## config.mk

```make
export PLATFORM = sky130hd
export DESIGN_NAME = alu_scheduler
export DESIGN_NICKNAME = d
export VERILOG_FILES = /design/src/rtl/alu_scheduler.sv
export SDC_FILE = /design/constraint.sdc
export NUM_CORES = 1
export LEC_CHECK = 0
export ABC_AREA = 1
export BUFFER_PORTS_ARGS = -buffer_cell sky130_fd_sc_hd__buf_2
export CAP_MARGIN = 25
export CORE_AREA = 2 2 118 120
export CTS_CLUSTER_DIAMETER = 40
export CTS_CLUSTER_SIZE = 30
export DETAILED_ROUTE_END_ITERATION = 10
export DIE_AREA = 0 0 120 122
export PLACE_DENSITY_LB_ADDON = 0.05
export SLEW_MARGIN = 5
export SYNTH_ARGS = -nofsm -noshare
export SYNTH_HDL_FRONTEND = slang
export SYNTH_SLANG_ARGS = --single-unit
```

## constraint.sdc

```tcl
create_clock -name clock -period 1.7 [get_ports clock]
set_input_delay 0.085 -clock clock [delete_from_list [all_inputs] [get_ports clock]]
set_output_delay 0.085 -clock clock [all_outputs]
set_load 0.05 [all_outputs]
```

## src/rtl/alu_scheduler.sv

```systemverilog
// alu_scheduler: two-port arbiter and operation sequencer in front of the shared ALU.
// Accepts one operation at a time through a valid/ready handshake. It holds the ALU
// operands stable for one execute cycle, or for MULDIV_CYCLES execute cycles on
// mul/div/mod. It then returns the registered result to the winning requester.
// Optional build macro: ALU_SCHED_FIXED_PRIO_EN. When it is defined, requester 0
// always wins a contest. When it is undefined, the two requesters are served round-robin.
module alu_scheduler #(
  parameter int MULDIV_CYCLES = 4
) (
  input  logic        clock,
  input  logic        reset,
  input  logic [1:0]  req_valid,
  output logic [1:0]  req_ready,
  input  logic [5:0]  req_opcode0,
  input  logic [5:0]  req_opcode1,
  input  logic [31:0] req_a0,
  input  logic [31:0] req_a1,
  input  logic [31:0] req_b0,
  input  logic [31:0] req_b1,
  input  logic [4:0]  req_shamt0,
  input  logic [4:0]  req_shamt1,
  input  logic [1:0]  req_branch,
  output logic [1:0]  rsp_valid,
  output logic [31:0] rsp_result,
  output logic        rsp_sinal_branch,
  output logic [5:0]  alu_opcode,
  output logic [31:0] alu_input1,
  output logic [31:0] alu_input2,
  output logic [4:0]  alu_shamt,
  output logic        alu_branch,
  input  logic [31:0] alu_result,
  input  logic        alu_sinal_branch
);

  typedef enum logic [1:0] {
    IDLE = 2'd0,
    EXEC = 2'd1,
    DONE = 2'd2
  } state_t;

  localparam logic [7:0] MULDIV_LOAD = 8'(MULDIV_CYCLES - 1);

  state_t      state;
  logic [5:0]  op_q;
  logic [31:0] a_q;
  logic [31:0] b_q;
  logic [4:0]  shamt_q;
  logic        br_q;
  logic        idx_q;
  logic [7:0]  cnt_q;
`ifndef ALU_SCHED_FIXED_PRIO_EN
  logic        last_grant;
`endif

  logic        any_valid;
  logic        grant_idx;
  logic [5:0]  sel_op;
  logic [31:0] sel_a;
  logic [31:0] sel_b;
  logic [4:0]  sel_shamt;
  logic        sel_br;
  logic        sel_muldiv;

  // Pick the winning requester and mux its operation fields toward the latches
  always_comb begin
    any_valid = |req_valid;
    grant_idx = 1'b0;
`ifdef ALU_SCHED_FIXED_PRIO_EN
    grant_idx = ~req_valid[0];
`else
    if (&req_valid) begin
      grant_idx = ~last_grant;
    end else begin
      grant_idx = req_valid[1];
    end
`endif
    sel_op     = grant_idx ? req_opcode1 : req_opcode0;
    sel_a      = grant_idx ? req_a1      : req_a0;
    sel_b      = grant_idx ? req_b1      : req_b0;
    sel_shamt  = grant_idx ? req_shamt1  : req_shamt0;
    sel_br     = grant_idx ? req_branch[1] : req_branch[0];
    sel_muldiv = (sel_op == 6'b000111) || (sel_op == 6'b001000) || (sel_op == 6'b001001);
  end

  // Ready is raised only in IDLE, and only to the requester that won arbitration
  always_comb begin
    req_ready = 2'b00;
    if (state == IDLE && any_valid) begin
      req_ready = grant_idx ? 2'b10 : 2'b01;
    end
  end

  // The ALU sees the latched operation only while executing and sees zeros otherwise
  always_comb begin
    alu_opcode = '0;
    alu_input1 = '0;
    alu_input2 = '0;
    alu_shamt  = '0;
    alu_branch = 1'b0;
    if (state == EXEC) begin
      alu_opcode = op_q;
      alu_input1 = a_q;
      alu_input2 = b_q;
      alu_shamt  = shamt_q;
      alu_branch = br_q;
    end
  end

  // Main sequencer: accept and latch, count the execute cycles, then pulse the response
  always_ff @(posedge clock) begin
    if (reset) begin
      state            <= IDLE;
      op_q             <= '0;
      a_q              <= '0;
      b_q              <= '0;
      shamt_q          <= '0;
      br_q             <= 1'b0;
      idx_q            <= 1'b0;
      cnt_q            <= '0;
      rsp_valid        <= 2'b00;
      rsp_result       <= '0;
      rsp_sinal_branch <= 1'b0;
`ifndef ALU_SCHED_FIXED_PRIO_EN
      last_grant       <= 1'b1;
`endif
    end else begin
      rsp_valid <= 2'b00;
      case (state)
        IDLE: begin
          if (any_valid) begin
            op_q    <= sel_op;
            a_q     <= sel_a;
            b_q     <= sel_b;
            shamt_q <= sel_shamt;
            br_q    <= sel_br;
            idx_q   <= grant_idx;
            cnt_q   <= sel_muldiv ? MULDIV_LOAD : 8'd0;
`ifndef ALU_SCHED_FIXED_PRIO_EN
            last_grant <= grant_idx;
`endif
            state   <= EXEC;
          end
        end
        EXEC: begin
          if (cnt_q != 8'd0) begin
            cnt_q <= cnt_q - 8'd1;
          end else begin
            rsp_result       <= alu_result;
            rsp_sinal_branch <= alu_sinal_branch;
            rsp_valid        <= idx_q ? 2'b10 : 2'b01;
            state            <= DONE;
          end
        end
        DONE: begin
          state <= IDLE;
        end
        default: begin
          state <= IDLE;
        end
      endcase
    end
  end

endmodule

```

==> results of run 1 <==
stage by stage:
step                instance area, sq um  hold slack [ns]
finish                              9816          0.02931
global route                        9816          0.06203
CTS                                 9697         0.002271
detailed placement                  7305           0.3154
global placement                    7305           0.3135
floorplan                           5518           0.2228
what timing repair did:
item	in CTS	in global routing
buffers inserted	0	1
pin swaps	0	1
hold buffers	169	0
gates cloned	0	1
resized for setup	35	40
endpoints found under the setup margin	35	78
hold endpoints to repair	103	0
critical path, delay by kind of cell (launching register included):
kind / cells / cell delay (ns)
buf+inv: 3 / 0.59
flops: 1 / 0.31
simple gates: 2 / 0.26
layer usage:
| metal | wire length (microns) | vias up | track usage |
|---|---|---|---|
| met3 | 1671 | 77 | 0.08052 |
| met1 | 8696 | 3217 | 0.3246 |
| met5 | 0 | - | 0 |
| met2 | 10420 | 342 | 0.4901 |
| li1 | - | 3541 | - |
| met4 | 816 | 0 | 0.1375 |
layout make-up:
class                      count  area (sq um)
multi-input combinational    566          2481
inverter                      99         371.6
clock inverter                 8         115.1
tap                          180         225.2
clock buffer                  22         494.2
sequential                   123          2462
timing repair buffer         498          3664
fill                        1084          3689
antenna                        1         2.502
cells in the mapped netlist, types with 3 or more instances:
| master | number |
|---|---|
| nand2_1 | 225 |
| nor2_1 | 180 |
| dfxtp_1 | 123 |
| inv_1 | 96 |
| a31oi_1 | 56 |
| o21ai_0 | 45 |
| clkbuf_1 | 28 |
| a21oi_1 | 22 |
| buf_2 | 18 |
| nand3_1 | 9 |
| o21ai_1 | 6 |
| o22ai_1 | 5 |
| nand3b_1 | 4 |
| inv_2 | 3 |
| nor3_1 | 3 |
state kept, by name (all words and copies together) (netlist names):
register and cells:
a_q 32, b_q 32, rsp_result 32, cnt_q 8
op_q 6, shamt_q 5, rsp_valid 2, state 2
br_q 1, idx_q 1, last_grant 1, rsp_sinal_branch 1
path summary, 6_finish.rpt:
kind | endpoint | cells after the start
worst min register to register | rsp_valid[0] | 1
worst min-delay path | b_q[0] | 5
worst max register to register | op_q[3] | 5
worst max-delay path | alu_input1[15] | 5
cell families (layout without fill, tap and decap cells):
kind of cell,Yosys count,in the layout,synth area share
AND/OR/NAND/NOR,425,425,0.2982
buffers and inverters,149,627,0.1068
AO/OA/AOI/OAI,138,138,0.1426
flip-flops,123,123,0.4463
adder cells (fa/ha/maj),2,2,0.004534
XOR/XNOR,1,1,0.001588
other,0,1,0
power groups by stage:
stage	sequential [W]	combinational (W)	clock, W
after global routing	0.00434	0.00854	0.00392
after floorplan	0.00564	0.00389	0
after global placement	0.00425	0.00722	0
after detailed placement	0.00426	0.00726	0
after CTS	0.00421	0.00765	0.00377
final	0.00424	0.00785	0.00371
==> impl_metrics.yaml, run 1 <==
status:
  status: "completed"
worst_setup_path:
  cp_data_required_time_ns: 1.62
  reg2reg_setup_slack_ns: 0.16
  startpoint: "state[1]"
  critical_path_slowest_stage_cell: "dfxtp_1"
  worst_ep_arrival_time_ns: 1.58
  critical_path_start_type: "flip-flop"
  critPathKind: "flip-flop to output port"
  cp_max_fo: 25
  timing.critical_path.to_type: "output port"
  peak_per_stage_delay_on_the_critical_path_ns: 0.31
  worst_path_cell_trace: "inv_1, nand2_4, buf_6, nor2_1, buf_2"
  r2r_start: "state[0]"
layout:
  post-route-util: 0.7269
  finalNetCount: 1496
  drive_above_1_share: 0.2819
  most_common_cell_after_layout_fill_and_taps_aside: "buf_2"
  flow.area_growth_from_synthesis_pct: 77.89
  final_cell_mix: "buf_2 (245), nand2_1 (224), nor2_1 (177)"
  layout.cells.non_filler: 1497
logic_synthesis:
  synth_enable_flop_cells: 0
  asyncSetResetFlopFracSynth: 0
  syn-num-nets: 1029
  synth_top_cells_by_area: "dfxtp_1 (45%), nand2_1 (15%), nor2_1 (12%)"
  synthesis.instances: 838
  post_synth_instance_area_sq_um: 5518
  synth_top_area_share: 0.4463
  number_of_library_cell_types_mapped_by_synthesis: 26
  dominantRegCellSynth: "dfxtp_1"
  synthDominantAreaCellType: "dfxtp_1"
  synth_sequential_area_ratio: 0.4463
  ys_seq_elements: 123
  synth_area_per_cell_sq_um: 6.584
  synth.yosys.warnings: 0
power_and_ir_drop:
  p_sw_frac: 0.4511
  peakVddDrop_mv: 0.7402
  leakage_nw: 4.573
  combinational_share_of_power: 0.497
  clkPwrFrac: 0.235
  cellInternalPower_w: 0.008672
  power_density_nw_per_um2: 1610
  seq_power_share: 0.268
  switchingPower_w: 0.007126
  design_power_total_w: 0.01580
clock_tree:
  cts.sink_count: 123
  cts.path.max_buffers: 2
  clk_transition_reported_paths_ns: 0.05
  cts_made_buffers: 17
  worstSkewPairLatency_ns: 0.42
  ctsHtreeMaxLevel: 4
  cts_root_buf: "clkbuf_16"
  tritoncts: "yes"
placement:
  hpwl_microns: 12740
  pre_cts_ws_ns: 0.1653
  port_buffers: 301
  gp_routability_congestion: 0.8436
  placed_cells_incl_taps: 1295
timing:
  finalMaxSlewViolations: 0
  timing_worst_slew_pin_value_ns: 0.5558
  finalHoldViolCount: 0
  slew-limit-headroom: 0.6294
  clock.fmax_mhz: 599.1
  tns_ns: 0
  finalSetupViolCount: 0
  setup_repair_after_global_routing_missed_its_margin: "true"
  final.setup_skew_ns: 0.005571
  period_share: 0.9818
  final_critical_path_setup_slack_ns: 0.03087
  min_period_ns: 1.669
global_routing:
  grt_max_degree: 50
  grt_antenna_before_repair: 1
  grt_pass1_vias: 7022
  grt_overflow: 0
  first_pass_grt_wire_length_microns: 33310
  grt_usage: 0.2845
routing:
  route.vias.total: 7177
  via_per_inst: 4.794
  wire_per_inst_microns: 14.43
  route.final.wire_length_microns: 21610
  first_iter_violations: 465
  final_antenna_net_count: 0
  first_pass_iters: 6
  drt_drc_violations_left: 0
floorplanning:
  fp.dieH_microns: 122
  num_rows: 43
  fp.dieW_microns: 120
  num_io_pins: 302
  dieArea_sq_um: 14640
  core-area_sq_um: 13500
  start_util: 0.4086
worst_hold_path:
  worstHoldStart: "req_b1[0]"
  holdCritPathClass: "input pin to flip-flop"
flow_run:
  max_cap_viol_count: 0
No activity file was read; power rests on OpenSTA's default activity.
==> run 2: changes to the inputs <==
--- a/config.mk
+++ b/config.mk
@@ -13,6 +13,7 @@
 export CTS_CLUSTER_SIZE = 30
 export DETAILED_ROUTE_END_ITERATION = 10
 export DIE_AREA = 0 0 120 122
+export GPL_TIMING_DRIVEN = 0
 export PLACE_DENSITY_LB_ADDON = 0.05
 export SLEW_MARGIN = 5
 export SYNTH_ARGS = -nofsm -noshare
==> run 2 against run 1 <==
Effect of this change:
- critical path type unchanged
- clock skew increased by 0.0012 ns
- the flow now finishes with violations (negative setup slack)
- core utilization up 2.8 points
- cell area rose by 3.9%
- largest cell class unchanged
- via count up 4.0%
- critical path depth stayed put
- worst setup slack worse by 0.050 ns
- global-route usage rose by 1.9 points
- cell count is 1.6% higher
==> impl_metrics.yaml, run 2 (synthesized netlist as in run 1, its figures left out) <==
worst_setup_path:
  cp_common_cell: "buf_6"
  critical_path_slowest_stage_cell: "dfxtp_2"
  worst_path_cell_trace: "nor2_2, o21ai_4, nor2_4, buf_6, buf_6"
  cp_max_fo: 10
  critPathKind: "flip-flop to output port"
  timing.critical_path.to_type: "output port"
  worst_ep_arrival_time_ns: 1.63
  critical_path_start_type: "flip-flop"
  cp_data_required_time_ns: 1.62
  peak_per_stage_delay_on_the_critical_path_ns: 0.33
routing:
  via_per_inst: 4.909
  route.vias.total: 7466
  drt_drc_violations_left: 0
  wire_per_inst_microns: 15.24
  final_antenna_net_count: 0
  route.final.wire_length_microns: 23180
  first_pass_iters: 5
  first_iter_violations: 464
timing:
  setup_repair_after_global_routing_missed_its_margin: "true"
  finalSetupViolCount: 1
  final.setup_skew_ns: 0.006800
  min_period_ns: 1.719
  final_critical_path_setup_slack_ns: -0.01926
  clock.fmax_mhz: 581.6
  timing_worst_slew_pin_value_ns: 0.8014
  slew-limit-headroom: 0.4658
  finalMaxSlewViolations: 0
  finalHoldViolCount: 0
  period_share: 1.011
layout:
  layout.cells.non_filler: 1521
  number_of_diodes_added_for_antenna_fixing: 0
  flow.area_growth_from_synthesis_pct: 84.76
  post-route-util: 0.7549
  drive_above_1_share: 0.3169
  most_common_cell_after_layout_fill_and_taps_aside: "buf_2"
  finalNetCount: 1523
  final_cell_mix: "buf_2 (235), nand2_1 (222), dlygate4sd3_1 (170)"
  top_regs: "a_q: 32 flops, b_q: 32 flops, rsp_result: 32 flops"
status:
  status: "finished with violations"
  violations: "negative setup slack"
flow_run:
  max_cap_viol_count: 0
global_routing:
  grt_usage: 0.3037
  grt_pass1_vias: 7353
  grt_max_degree: 17
  grt_antenna_before_repair: 0
  grt_overflow: 0
  first_pass_grt_wire_length_microns: 35310
floorplanning:
  fp.dieW_microns: 120
  core-area_sq_um: 13500
  fp.dieH_microns: 122
  dieArea_sq_um: 14640
  start_util: 0.4086
  num_io_pins: 302
  num_rows: 43
power_and_ir_drop:
  leakage_nw: 4.628
  power_density_nw_per_um2: 1563
  peakVddDrop_mv: 0.8915
placement:
  gp_routability_congestion: 0.8738
  placed_cells_incl_taps: 1317
  port_buffers: 299
  hpwl_microns: 14240
clock_tree:
  cts_root_buf: "clkbuf_16"
  worstSkewPairLatency_ns: 0.41
  clk_transition_reported_paths_ns: 0.05
  cts_made_buffers: 17
  cts.path.max_buffers: 2
  tritoncts: "yes"
  ctsHtreeMaxLevel: 4
  cts.sink_count: 123
worst_hold_path:
  holdCritPathClass: "input pin to flip-flop"
## run 2: cell types whose count changed in the layout (fill, tap and decap cells not counted), moves of 10 or more
cell      before  now
buf_2        245  235
nor2_1       177  134
nor2_2         3   43
buf_4         56   36
buf_6          6   53
clkbuf_1       0   19
## run 2: report_power, final
part           switching (W)  total (W)  internal (W)  leakage, nW
logic                0.00573    0.00841       0.00268         3.35
registers           0.000442    0.00425       0.00380         1.01
clock network        0.00122    0.00327       0.00206        0.264
total                0.00738     0.0159       0.00855         4.63
## run 2: critical path: cells and delay by family, from the launching register on
kind | cells | cell delay [ns]
AOI/OAI and AO/OA | 1 | 0.17
and+or+nand+nor | 2 | 0.37
buffers and inverters | 2 | 0.35
DFF | 1 | 0.33
## run 2: timing repair
| action | 4_1_cts | 5_1_grt |
|---|---|---|
| endpoints found under the setup margin | 134 | 174 |
| cloned | 0 | 0 |
| pin swaps | 2 | 2 |
| hold buffers | 170 | 0 |
| resized for setup | 135 | 112 |
| buffers inserted | 2 | 4 |
| endpoints found under the hold margin | 103 | 0 |
## run 2: cell type report
cell class / count / area [sq um]
tap: 180 / 225.2
timing repair buffer: 475 / 3618
multi-input combinational: 566 / 2620
fill: 1016 / 3309
sequential: 123 / 2464
clock buffer: 26 / 519.2
clock inverter: 2 / 10.01
inverter: 99 / 374.1
buffer: 50 / 364.1
## run 2: worst paths after layout
check	slack, ns	startpoint	to	depth (start not counted)
setup / recovery	-0.02	state[0]	req_ready[1]	5
hold / removal	0.04	req_b1[0]	b_q[0]	5
hold reg to reg	0.43	idx_q	rsp_valid[0]	1
setup reg to reg	0.02	cnt_q[0]	cnt_q[7]	9
## run 2: per-layer routing
metal	global-route usage	vias to the layer above	routed length, microns
met4	0.1426	0	1020
met2	0.5362	407	11150
met3	0.07631	94	1815
li1	-	3599	-
met1	0.3437	3366	9193
met5	0	-	0
## run 2: stage by stage
stage | hold slack [ns] | TNS, ns | area [sq um] | setup WS, ns | total power, W
floorplan | 0.2228 | 0 | 5518 | 0.1249 | 0.009532
global placement | 0.3095 | -14.62 | 7239 | -0.3957 | 0.01131
detailed placement | 0.3161 | -12.58 | 7239 | -0.3729 | 0.01135
CTS | 0.006144 | -0.02537 | 9862 | -0.01520 | 0.01544
global route | 0.05066 | -2.091 | 10190 | -0.1187 | 0.01688
finish | 0.04094 | -0.01926 | 10190 | -0.01926 | 0.01593
